--- config.mk ---
export PLATFORM = sky130hd
export DESIGN_NAME = aes_spi_scheduler
export DESIGN_NICKNAME = d
export VERILOG_FILES = /design/src/rtl/aes_spi_scheduler.sv
export SDC_FILE = /design/constraint.sdc
export NUM_CORES = 1
export LEC_CHECK = 0
export ABC_AREA = 1
export CAP_MARGIN = 20
export CORE_AREA = 2 2 253 255
export DETAILED_ROUTE_END_ITERATION = 16
export DIE_AREA = 0 0 255 257
export GPL_ROUTABILITY_DRIVEN = 0
export PLACE_DENSITY = 0.66
export SYNTH_ARGS = -nofsm -noshare
export SYNTH_HDL_FRONTEND = slang
export SYNTH_SLANG_ARGS = --single-unit
--- constraint.sdc ---
create_clock -name clk -period 27.6 [get_ports clk]
set_input_delay 4.14 -clock clk [delete_from_list [all_inputs] [get_ports clk]]
set_output_delay 4.14 -clock clk [all_outputs]
set_load 0.01 [all_outputs]
--- src/rtl/aes_spi_scheduler.sv ---
// Two-requester front end for a serial AES slave: round-robin grant, then one
// full SPI exchange (message, key, latency gap, 128-bit result) per grant.
module aes_spi_scheduler #(
  parameter int NK       = 4,
  parameter int CLK_DIV  = 256,
  parameter int LAT_BITS = 2
) (
  input  logic             clk,
  input  logic             reset,
  input  logic             req0,
  input  logic             req1,
  input  logic             mode0,
  input  logic             mode1,
  input  logic [127:0]     data0,
  input  logic [127:0]     data1,
  input  logic [32*NK-1:0] key0,
  input  logic [32*NK-1:0] key1,
  output logic [1:0]       gnt,
  output logic             ack0,
  output logic             ack1,
  output logic [127:0]     result,
  output logic             busy,
  output logic             sclk,
  output logic             cs,
  output logic             mosi,
  output logic             mode,
  input  logic             miso
);

  localparam int KW    = 32 * NK;
  localparam int TXW   = 128 + KW;
  localparam int DIV_W = (CLK_DIV > 1) ? $clog2(CLK_DIV) : 1;
  localparam int CNT_W = 16;

  localparam logic [DIV_W-1:0] DIV_LAST = DIV_W'(CLK_DIV - 1);
  localparam logic [CNT_W-1:0] MSG_LAST = CNT_W'(127);
  localparam logic [CNT_W-1:0] KEY_LAST = CNT_W'(KW - 1);
  localparam logic [CNT_W-1:0] LAT_LAST = CNT_W'(LAT_BITS - 1);
  localparam logic [CNT_W-1:0] RX_LAST  = CNT_W'(127);

  typedef enum logic [2:0] {
    S_IDLE, S_LOAD, S_TX_MSG, S_TX_KEY, S_WAIT, S_RX, S_DONE
  } state_e;

  state_e             state_q, state_d;
  logic [1:0]         gnt_q, gnt_d;
  logic               ack0_q, ack0_d;
  logic               ack1_q, ack1_d;
  logic [127:0]       result_q, result_d;
  logic               busy_q, busy_d;
  logic               sclk_q, sclk_d;
  logic               cs_q, cs_d;
  logic               mosi_q, mosi_d;
  logic               mode_q, mode_d;
  logic               last_q, last_d;
  logic [DIV_W-1:0]   div_q, div_d;
  logic               half_q, half_d;
  logic [CNT_W-1:0]   cnt_q, cnt_d;
  logic [TXW-1:0]     tx_sr_q, tx_sr_d;
  logic [127:0]       rx_sr_q, rx_sr_d;

  logic tc;
  logic bit_end;
  logic pick1;

  always_comb begin
    state_d  = state_q;
    gnt_d    = gnt_q;
    ack0_d   = 1'b0;
    ack1_d   = 1'b0;
    result_d = result_q;
    busy_d   = busy_q;
    sclk_d   = sclk_q;
    cs_d     = cs_q;
    mosi_d   = mosi_q;
    mode_d   = mode_q;
    last_d   = last_q;
    div_d    = div_q;
    half_d   = half_q;
    cnt_d    = cnt_q;
    tx_sr_d  = tx_sr_q;
    rx_sr_d  = rx_sr_q;

    tc      = (div_q == DIV_LAST);
    bit_end = tc && half_q;
    // Requester 1 wins when alone, or when both ask and 0 was served last.
    pick1   = req1 && (!req0 || !last_q);

    // Bit-period timebase: low half then high half; the rise samples, the fall shifts.
    if (state_q inside {S_TX_MSG, S_TX_KEY, S_WAIT, S_RX, S_DONE}) begin
      div_d = tc ? '0 : div_q + DIV_W'(1);
      if (tc) begin
        half_d = ~half_q;
        sclk_d = (state_q == S_DONE) ? 1'b0 : ~half_q;
      end
      if (bit_end) cnt_d = cnt_q + CNT_W'(1);
    end

    case (state_q)
      S_IDLE: begin
        // The ack cycle never grants, so a stale request cannot be re-served.
        if (!ack0_q && !ack1_q && (req0 || req1)) begin
          state_d = S_LOAD;
          gnt_d   = pick1 ? 2'b10 : 2'b01;
          busy_d  = 1'b1;
          cs_d    = 1'b0;
          mode_d  = pick1 ? mode1 : mode0;
          tx_sr_d = pick1 ? {key1, data1} : {key0, data0};
        end
      end
      S_LOAD: begin
        div_d   = '0;
        half_d  = 1'b0;
        cnt_d   = '0;
        sclk_d  = 1'b0;
        mosi_d  = tx_sr_q[0];
        tx_sr_d = tx_sr_q >> 1;
        state_d = S_TX_MSG;
      end
      S_TX_MSG: begin
        if (bit_end) begin
          mosi_d  = tx_sr_q[0];
          tx_sr_d = tx_sr_q >> 1;
          if (cnt_q == MSG_LAST) begin
            cnt_d   = '0;
            state_d = S_TX_KEY;
          end
        end
      end
      S_TX_KEY: begin
        if (bit_end) begin
          if (cnt_q == KEY_LAST) begin
            mosi_d  = 1'b0;
            cnt_d   = '0;
            state_d = (LAT_BITS == 0) ? S_RX : S_WAIT;
          end else begin
            mosi_d  = tx_sr_q[0];
            tx_sr_d = tx_sr_q >> 1;
          end
        end
      end
      S_WAIT: begin
        if (bit_end && (cnt_q == LAT_LAST)) begin
          cnt_d   = '0;
          state_d = S_RX;
        end
      end
      S_RX: begin
        if (tc && !half_q) rx_sr_d = {miso, rx_sr_q[127:1]};
        if (bit_end && (cnt_q == RX_LAST)) begin
          cnt_d   = '0;
          cs_d    = 1'b1;
          state_d = S_DONE;
        end
      end
      S_DONE: begin
        if (bit_end) begin
          state_d  = S_IDLE;
          result_d = rx_sr_q;
          ack0_d   = gnt_q[0];
          ack1_d   = gnt_q[1];
          last_d   = gnt_q[1];
          gnt_d    = 2'b00;
          busy_d   = 1'b0;
        end
      end
      default: state_d = S_IDLE;
    endcase
  end

  always_ff @(posedge clk or posedge reset) begin
    if (reset) begin
      state_q  <= S_IDLE;
      gnt_q    <= 2'b00;
      ack0_q   <= 1'b0;
      ack1_q   <= 1'b0;
      result_q <= '0;
      busy_q   <= 1'b0;
      sclk_q   <= 1'b0;
      cs_q     <= 1'b1;
      mosi_q   <= 1'b0;
      mode_q   <= 1'b0;
      last_q   <= 1'b1;
      div_q    <= '0;
      half_q   <= 1'b0;
      cnt_q    <= '0;
    end else begin
      state_q  <= state_d;
      gnt_q    <= gnt_d;
      ack0_q   <= ack0_d;
      ack1_q   <= ack1_d;
      result_q <= result_d;
      busy_q   <= busy_d;
      sclk_q   <= sclk_d;
      cs_q     <= cs_d;
      mosi_q   <= mosi_d;
      mode_q   <= mode_d;
      last_q   <= last_d;
      div_q    <= div_d;
      half_q   <= half_d;
      cnt_q    <= cnt_d;
    end
  end

  // Shift registers carry only data; every transaction fully rewrites them.
  always_ff @(posedge clk) begin
    tx_sr_q <= tx_sr_d;
    rx_sr_q <= rx_sr_d;
  end

  assign gnt    = gnt_q;
  assign ack0   = ack0_q;
  assign ack1   = ack1_q;
  assign result = result_q;
  assign busy   = busy_q;
  assign sclk   = sclk_q;
  assign cs     = cs_q;
  assign mosi   = mosi_q;
  assign mode   = mode_q;

endmodule

# Word-level counts from Yosys, hierarchy flattened
# Index checks and enable logic that the tools add are counted.
# totals
reg_bits,550
output_inout_bits,137
# op_classes
n_addsub,2
n_eq_ne,18
muxes,51
bitwise_logic,1
n_reduce_logical,32
# op_table
cell,n
2-to-1 mux 256 bit,5
one-hot mux 256 bit (4 select lines),1
2-to-1 mux 16 bit,6
one-hot mux 16 bit (4 select lines),1
2-to-1 mux 3 bit,8
2-to-1 mux 8 bit,3
one-hot mux 3 bit (7 select lines),1
2-to-1 mux 1 bit,19
adder 16 x 1 -> 16 bit (second input constant),1
equality test 16 x 1 -> 1 bit (second input constant),1
equality test 16 x 7 -> 1 bit (second input constant),1
inequality test 2 bit (second input constant),5
equality test 3 bit (second input constant),3
AND reduction 3 bit,3
adder 8 x 1 -> 8 bit (second input constant),1
equality test 8 bit (second input constant),1
inequality test 2 x 1 -> 1 bit (second input constant),4
AND reduction 2 bit,4
AND reduction 8 bit,1
nonzero test 2 bit,4
logical AND 1 bit,7
equality test 3 x 2 -> 1 bit (second input constant),2
2-to-1 mux 2 bit,3
logical NOT 1 bit,5
other kinds (12),14

# Longest topological paths before layout
# Gate-level depths: netlist of the first run.
# depth
ltp_word,7
depth_mapped,11

# Worst setup path before layout of the first run
# OpenSTA, ideal clock, no wires.
# synth_timing
path_kind,in2reg
start,input req0
end,register tx_sr_q[0] (enable)
setup_ps,1186
t_arrival_ps,21653
setup_slack_ps,4761
stages,4
n_path_buf,0
path_cell_list,nor2_1 > nor3_1 > nor2_1 > nor3_1
# synth_via
elab_chain_len,4
# synth_rtl
element,line_no,source
start: declaration,10,"input logic req0,"
logical OR 1 bit,102,if (!ack0_q && !ack1_q && (req0 || req1)) begin
logical AND 1 bit,102,
inequality test 2 bit (no line),n/a,
AND reduction 5 bit (no line),n/a,
end signal: assignment,207,tx_sr_q <= tx_sr_d;
end: declaration,59,"logic [TXW-1:0] tx_sr_q, tx_sr_d;"
# Every way passes these cells.
# A chain may end at the register's enable or synchronous reset.

# Final worst setup path of the first run
# layout_timing
start,input req1
end,register tx_sr_q[144] (enable)
# layout_via
elab_chain_len,4
# layout_rtl
element,line_no,source
start: declaration,11,"input logic req1,"
logical OR 1 bit,102,
logical AND 1 bit,102,
inequality test 2 bit (no line),n/a,
AND reduction 5 bit (no line),n/a,
# Every way passes these cells.

==> metrics.txt, run 1 <==
# TYPE chip_impl_metric gauge
chip_impl_metric{name="vdd_ir_drop_max",unit="V"} 0.0000708
chip_impl_metric{name="cts_made_buffers",unit=""} 58
chip_impl_metric{name="post-route-period-util",unit="%"} 27.5
chip_impl_metric{name="finalHoldViolCount",unit=""} 0
chip_impl_metric{name="slew_viol_final",unit=""} 0
chip_impl_metric{name="post-route-worst-setup-slack",unit="ns"} 20.01
chip_impl_metric{name="post_synth_arst_share",unit="%"} 30.2
chip_impl_metric{name="clock_latency",unit="ns"} 0.63
chip_impl_metric{name="routed-via-count",unit=""} 19700
chip_impl_metric{name="die_w",unit="um"} 255
chip_impl_info{name="clock-root-buffer",value="sky130_fd_sc_hd__clkbuf_16"} 1
chip_impl_metric{name="postSynthNetCount",unit=""} 2866
chip_impl_metric{name="mappedNetlistArea",unit="um^2"} 23500
chip_impl_metric{name="initial_standard_cell_utilization_of_the_core",unit="%"} 37.5
chip_impl_metric{name="yosysWarnings",unit=""} 0
chip_impl_metric{name="worst_clock_skew",unit="ns"} 0.0597
chip_impl_info{name="crit_path_end_kind",value="flop"} 1
chip_impl_metric{name="grt-ovfl-total",unit=""} 0
chip_impl_metric{name="placed_area",unit="um^2"} 30700
chip_impl_info{name="ys.flop_type",value="sky130_fd_sc_hd__edfxtp_1"} 1
chip_impl_metric{name="ys_ff_latch",unit=""} 550
chip_impl_metric{name="remaining_drc_errors",unit=""} 0
chip_impl_metric{name="drt-pass1-iter-count",unit=""} 6
chip_impl_metric{name="globalRouteTotalUtil",unit="%"} 23.7
chip_impl_metric{name="total_leakage_power",unit="nW"} 12.6
chip_impl_metric{name="fp.coreArea",unit="um^2"} 62700
chip_impl_metric{name="post_synth.cell_area_avg",unit="um^2"} 10.0
chip_impl_metric{name="num-nets-final",unit=""} 3456
chip_impl_metric{name="place_worst_setup_slack",unit="ns"} 19.36
chip_impl_metric{name="maxSlewHeadroom",unit="%"} 28.6
chip_impl_metric{name="final_instance_area",unit="um^2"} 32800
chip_impl_metric{name="h-tree-depth",unit=""} 2
chip_impl_metric{name="final_period_minus_worst_setup_slack",unit="ns"} 7.59
chip_impl_metric{name="timing.setup.tns",unit="ns"} 0
chip_impl_metric{name="detailed_route_wl",unit="um"} 81700
chip_impl_metric{name="cts_max_path_buffers",unit=""} 3
chip_impl_info{name="run_status",value="finished, final reports clean"} 1
chip_impl_metric{name="total_power_consumption",unit="W"} 0.00294
chip_impl_info{name="worstSetupPathType",value="in -> reg"} 1
chip_impl_metric{name="syn_to_final_growth",unit="%"} 39.3
chip_impl_metric{name="filler_cell_count",unit=""} 5472
chip_impl_metric{name="core.rowCount",unit=""} 92
chip_impl_metric{name="number_of_resized_instances_in_the_post_cts_repair_step",unit=""} 0
chip_impl_metric{name="drv_cap",unit=""} 0
chip_impl_metric{name="final_antenna_net_count",unit=""} 0
chip_impl_metric{name="io_pins",unit=""} 656
chip_impl_metric{name="cp.arrival",unit="ns"} 7.85
chip_impl_metric{name="power_per_cell_area",unit="nW/um^2"} 89.5
chip_impl_metric{name="buffer_ports.inserted",unit=""} 655
chip_impl_metric{name="ys_seq_area_share",unit="%"} 66.6
chip_impl_metric{name="drive_above_1_share",unit="%"} 5.19
chip_impl_metric{name="die_y",unit="um"} 257
chip_impl_info{name="layout_commonest_cell",value="sky130_fd_sc_hd__nand2_1"} 1
chip_impl_metric{name="avgRoutedWirePerCell",unit="um"} 21.2
chip_impl_metric{name="setup_viol_count_final",unit=""} 0
chip_impl_metric{name="area_enclosed_by_the_die_boundary",unit="um^2"} 65500
chip_impl_metric{name="drt_first_iter_violations",unit=""} 2091
chip_impl_metric{name="cts.repair_timing.setup_buffer_count",unit=""} 0
chip_impl_info{name="rsz0062_at_grt",value="false"} 1
chip_impl_metric{name="synth-edff-count",unit=""} 384
chip_impl_metric{name="largest_net_degree_at_the_start_of_global_routing",unit=""} 162
chip_impl_info{name="start_kind",value="input pin"} 1
chip_impl_metric{name="worst-endpoint-required",unit="ns"} 27.85
chip_impl_metric{name="clock_sinks",unit=""} 550
chip_impl_metric{name="cts.hold.buffers_added",unit=""} 0
chip_impl_metric{name="global_route_wire_length_before_repair",unit="um"} 119000
chip_impl_metric{name="grt_pass1_vias",unit=""} 19400
chip_impl_info{name="class_of_the_tightest_hold_or_removal_check",value="reg -> reg"} 1
chip_impl_info{name="clock_tree_from_tritoncts",value="done"} 1
chip_impl_metric{name="clkSlewWorstSetupHoldPaths",unit="ns"} 0.07
chip_impl_info{name="final_cell_mix",value="sky130_fd_sc_hd__nand2_1 (702), sky130_fd_sc_hd__clkdlybuf4s50_1 (655), sky130_fd_sc_hd__o21ai_0 (487)"} 1
chip_impl_metric{name="synthDistinctLibCells",unit=""} 43
chip_impl_metric{name="worst-path-max-fanout",unit=""} 70
chip_impl_metric{name="max_freq",unit="GHz"} 0.132
chip_impl_metric{name="number_of_antenna_violations_at_the_first_check_in_global_routing",unit=""} 32
chip_impl_metric{name="detail_route.vias_per_cell",unit=""} 5.12
chip_impl_metric{name="hpwl_detailed",unit="um"} 55800
chip_impl_metric{name="worst-slew-pin-transition",unit="ns"} 1.07
chip_impl_metric{name="netlist_instances",unit=""} 2344
-- power by group --
group	leakage [nW]	switching, W	total (W)	internal, W
Clock	0.996	0.000338	0.000833	0.000495
Combinational	5.97	0.000538	0.000786	0.000248
Sequential	5.65	0.0000696	0.00132	0.00125
Total	12.6	0.000946	0.00294	0.00199
-- cells by family after synthesis --
family / synth area share, %
compound gates: 11.7
flops: 66.6
simple gates: 17.7
xor+xnor: 0.409
buf+inv: 3.47
fa+ha+maj: 0.159
-- worst paths after layout --
path	startpoint	end	slack [ns]	cells after the start
worst max-delay path	req1	tx_sr_q[144]	20.01	8
worst min-delay path	rx_sr_q[23]	rx_sr_q[22]	0.44	0
worst max register to register	div_q[0]	tx_sr_q[144]	23.41	10
worst min register to register	rx_sr_q[23]	rx_sr_q[22]	0.44	0
max in group asynchronous	reset	last_q	22.35	4
min in group asynchronous	reset	result[91]	4.05	2
-- worst max-delay path: stages --
cell and delay (ns):
sky130_fd_sc_hd__clkdlybuf4s50_1 0.54, sky130_fd_sc_hd__nor2_1 0.06, sky130_fd_sc_hd__nor3_1 0.30, sky130_fd_sc_hd__nor2_1 0.17
sky130_fd_sc_hd__nor3_2 0.20, sky130_fd_sc_hd__buf_4 0.80, sky130_fd_sc_hd__buf_4 0.86, sky130_fd_sc_hd__buf_4 0.70
-- metal layers --
metal | vias up | routed length (um) | share of wire, % | GRT usage [%]
li1 | 9114 | - | - | -
met1 | 9608 | 32000 | 39 | 29.4
met2 | 849 | 38400 | 47 | 38.1
met3 | 142 | 9060 | 11 | 8.84
met4 | 22 | 2130 | 2.6 | 8.12
met5 | - | 142 | 0.17 | 0
-- per-stage QoR --
step | hold slack (ns) | instances | util, %
after global routing | 0.455 | 3846 | 52.3
after floorplan | 0.425 | 2344 | -
after detailed placement | 0.433 | 3719 | 48.9
after CTS | 0.445 | 3829 | 52.2
final | 0.442 | 3851 | 52.3
after global placement | 0.431 | 3719 | 48.9
-- cell type report --
cell class | instances | area (um^2) | area share, %
multi-input cells | 1614 | 7070 | 21.5
diodes | 21 | 52.6 | 0.160
flip-flops and latches | 550 | 15700 | 47.8
repair buffers | 672 | 6730 | 20.5
well taps | 846 | 1060 | 3.23
inverters | 38 | 161 | 0.492
clock buffers | 76 | 1600 | 4.88
clock inverters | 34 | 452 | 1.38
-- sequential cells by signal, indices dropped and copies added (netlist names), 2 cells and up --
| register | flops |
|---|---|
| tx_sr_q | 256 |
| gnt | 2 |
| rx_sr_q | 128 |
| div_q | 8 |
| cnt_q | 16 |
| state_q | 3 |
| result | 128 |
-- cells in the mapped netlist (all sizes together), types with 2 or more instances --
library cell,n,area (um^2)
nand4,3,18.8
nor3,7,35.0
ha,3,37.5
a21oi,13,65.1
or2,3,18.8
nor2,315,1270
a211oi,2,15.0
o21ai,519,2610
xor2,9,78.8
dfrtp,164,4100
edfxtp,384,11500
dfstp,2,52.6
o22ai,3,18.8
xnor2,2,17.5
inv,38,145
o21bai,2,15.0
nand2,709,2690
clkbuf,96,362
nand3,17,105
buf,46,310
(Power assumes the default switching activity.)
==> run 2, diff against run 1 <==
clock period = 7.04 ns   (was 27.6 ns; I/O delays follow)
==> run 2 against run 1 <==
Against the previous run: setup slack got worse by 17 ns; cell area about the same; global-route usage is 0.14 points higher; clock-buffer cell count up 6; non-clock buffer count up 1; cell count increased by 0.29%; combinational power increased to 3.9 times the previous value; clock power grew to 3.7 times the previous value.
==> metrics.txt, run 2 (synthesis gave the netlist of run 1 again) <==
# TYPE chip_impl_metric gauge
chip_impl_info{name="run_status",value="finished, final reports clean"} 1
chip_impl_metric{name="area_enclosed_by_the_die_boundary",unit="um^2"} 65500
chip_impl_metric{name="number_of_antenna_violations_at_the_first_check_in_global_routing",unit=""} 40
chip_impl_metric{name="io_pins",unit=""} 656
chip_impl_info{name="clock_tree_from_tritoncts",value="done"} 1
chip_impl_metric{name="remaining_drc_errors",unit=""} 0
chip_impl_info{name="start_kind",value="input pin"} 1
chip_impl_metric{name="avgRoutedWirePerCell",unit="um"} 21.2
chip_impl_metric{name="vdd_ir_drop_max",unit="V"} 0.000513
chip_impl_metric{name="clkSlewWorstSetupHoldPaths",unit="ns"} 0.06
chip_impl_metric{name="initial_standard_cell_utilization_of_the_core",unit="%"} 37.5
chip_impl_metric{name="grt_pass1_vias",unit=""} 19800
chip_impl_metric{name="h-tree-depth",unit=""} 2
chip_impl_metric{name="die_y",unit="um"} 257
chip_impl_metric{name="worst-path-max-fanout",unit=""} 164
chip_impl_metric{name="core.rowCount",unit=""} 92
chip_impl_metric{name="critPathMaxStageDelay",unit="ns"} 0.75
chip_impl_metric{name="hpwl_detailed",unit="um"} 55400
chip_impl_info{name="cp_cell_sequence",value="clkdlybuf4s50_1 -> nand2_4 -> inv_6 -> buf_12 -> o21ai_0 -> o21ai_0"} 1
chip_impl_metric{name="finalHoldViolCount",unit=""} 0
chip_impl_metric{name="grt-ovfl-total",unit=""} 0
chip_impl_info{name="largest-register",value="tx_sr_q"} 1
chip_impl_metric{name="global_route_wire_length_before_repair",unit="um"} 120000
chip_impl_metric{name="worst-slew-pin-transition",unit="ns"} 1.05
chip_impl_metric{name="hold-worst-slack",unit="ns"} 0.447
chip_impl_metric{name="buffer_ports.inserted",unit=""} 655
chip_impl_metric{name="post-route-worst-setup-slack",unit="ns"} 3.44
chip_impl_info{name="class_of_the_tightest_hold_or_removal_check",value="reg -> reg"} 1
chip_impl_metric{name="drt-pass1-iter-count",unit=""} 6
chip_impl_metric{name="maxSlewHeadroom",unit="%"} 30.2
chip_impl_metric{name="die_w",unit="um"} 255
chip_impl_metric{name="place_worst_setup_slack",unit="ns"} 2.82
chip_impl_metric{name="worst_clock_skew",unit="ns"} 0.0313
chip_impl_metric{name="slew_viol_final",unit=""} 0
chip_impl_metric{name="largest_net_degree_at_the_start_of_global_routing",unit=""} 186
chip_impl_metric{name="number_of_resized_instances_in_the_post_cts_repair_step",unit=""} 0
chip_impl_metric{name="max_freq",unit="GHz"} 0.278
chip_impl_metric{name="post-route-period-util",unit="%"} 51.2
chip_impl_info{name="r2r_start",value="state_q[0]"} 1
chip_impl_metric{name="cts.repair_timing.setup_buffer_count",unit=""} 0
chip_impl_metric{name="num-nets-final",unit=""} 3458
chip_impl_info{name="hold_path.startpoint",value="rx_sr_q[103]"} 1
chip_impl_metric{name="largest_reg_flops",unit=""} 256
chip_impl_metric{name="clock_latency",unit="ns"} 0.63
chip_impl_info{name="final_cell_mix",value="sky130_fd_sc_hd__nand2_1 (702), sky130_fd_sc_hd__clkdlybuf4s50_1 (655), sky130_fd_sc_hd__o21ai_0 (487)"} 1
chip_impl_metric{name="globalRouteTotalUtil",unit="%"} 23.9
chip_impl_metric{name="drv_cap",unit=""} 0
chip_impl_metric{name="cts_max_path_buffers",unit=""} 3
chip_impl_metric{name="drive_above_1_share",unit="%"} 5.19
chip_impl_info{name="layout_commonest_cell",value="sky130_fd_sc_hd__nand2_1"} 1
chip_impl_metric{name="routed-via-count",unit=""} 19700
chip_impl_metric{name="detail_route.vias_per_cell",unit=""} 5.11
chip_impl_info{name="critical-path-slowest-cell",value="sky130_fd_sc_hd__inv_6"} 1
chip_impl_metric{name="clock_sinks",unit=""} 550
chip_impl_metric{name="syn_to_final_growth",unit="%"} 39.4
chip_impl_info{name="worst_path_most_repeated_cell",value="sky130_fd_sc_hd__o21ai_0"} 1
chip_impl_metric{name="worst-endpoint-required",unit="ns"} 7.46
chip_impl_info{name="worstSetupPathType",value="in -> reg"} 1
chip_impl_metric{name="detailed_route_wl",unit="um"} 81900
chip_impl_metric{name="fp.coreArea",unit="um^2"} 62700
chip_impl_metric{name="final_util",unit="%"} 52.3
chip_impl_metric{name="cts.hold.buffers_added",unit=""} 0
chip_impl_info{name="rsz0062_at_grt",value="false"} 1
chip_impl_metric{name="final_period_minus_worst_setup_slack",unit="ns"} 3.60
chip_impl_info{name="crit_path_end_kind",value="flop"} 1
chip_impl_metric{name="setup_viol_count_final",unit=""} 0
chip_impl_metric{name="total_leakage_power",unit="nW"} 12.6
chip_impl_metric{name="cts_made_buffers",unit=""} 59
chip_impl_info{name="crit_start",value="req1"} 1
chip_impl_metric{name="final_antenna_net_count",unit=""} 0
chip_impl_metric{name="power_per_cell_area",unit="nW/um^2"} 347
chip_impl_metric{name="cp.arrival",unit="ns"} 4.02
chip_impl_info{name="clock-root-buffer",value="sky130_fd_sc_hd__clkbuf_16"} 1
chip_impl_metric{name="drt_first_iter_violations",unit=""} 2109
run 2: cell types whose count changed in the layout (fill, tap and decap cells not counted), sizes merged, moves of 2 or more:
| cell | previous run | this run |
|---|---|---|
| clkbuf | 76 | 82 |
| bufinv | 9 | 3 |
| diode | 21 | 31 |
| clkinvlp | 4 | 6 |
run 2: final timing paths:
check                               end  slack (ns)  depth (start not counted)
setup / recovery            tx_sr_q[14]        3.44                          6
hold / removal             rx_sr_q[102]        0.45                          0
setup reg to reg           tx_sr_q[202]        3.62                          7
hold reg to reg            rx_sr_q[102]        0.45                          0
max in group asynchronous    result[83]        4.69                          4
min in group asynchronous    result[93]        0.78                          2
run 2: worst max-delay path, delay by kind of cell:
kind,cells,cell delay (ns)
buffers and inverters,3,1.92
and+or+nand+nor,1,0.47
AOI/OAI and AO/OA,2,0.40
run 2: final cells by class:
cell class / instances / area (um^2)
Clock buffer: 82 / 1670
Antenna cell: 31 / 77.6
Tap cell: 846 / 1060
Timing Repair Buffer: 673 / 6790
Clock inverter: 28 / 280
Sequential cell: 550 / 15700
Inverter: 38 / 161
Fill cell: 5521 / 29900
Multi-Input combinational cell: 1614 / 7100
run 2: per-layer routing:
metal | GRT usage (%) | vias up | part of all wire, %
met1 | 28.7 | 9545 | 38
li1 | - | 9123 | -
met3 | 10.1 | 168 | 12
met4 | 9.96 | 22 | 3.5
met5 | 0 | - | 0.17
met2 | 37.6 | 865 | 46
run 2: stage by stage:
stage          power [W]  std cells  setup TNS (ns)  cell area (um^2)
6_report          0.0114       3862               0             32800
4_1_cts           0.0114       3828               0             32700
5_1_grt           0.0120       3855               0             32800
3_5_place_dp     0.00825       3718               0             30700
3_3_place_gp     0.00813       3718               0             30700
2_1_floorplan    0.00723       2344         -206.38             23600
run 2: report_power, final:
part / total, W / switching, W / internal, W
Clock: 0.00312 / 0.00134 / 0.00178
Combinational: 0.00308 / 0.00209 / 0.000998
Sequential: 0.00519 / 0.000291 / 0.00490
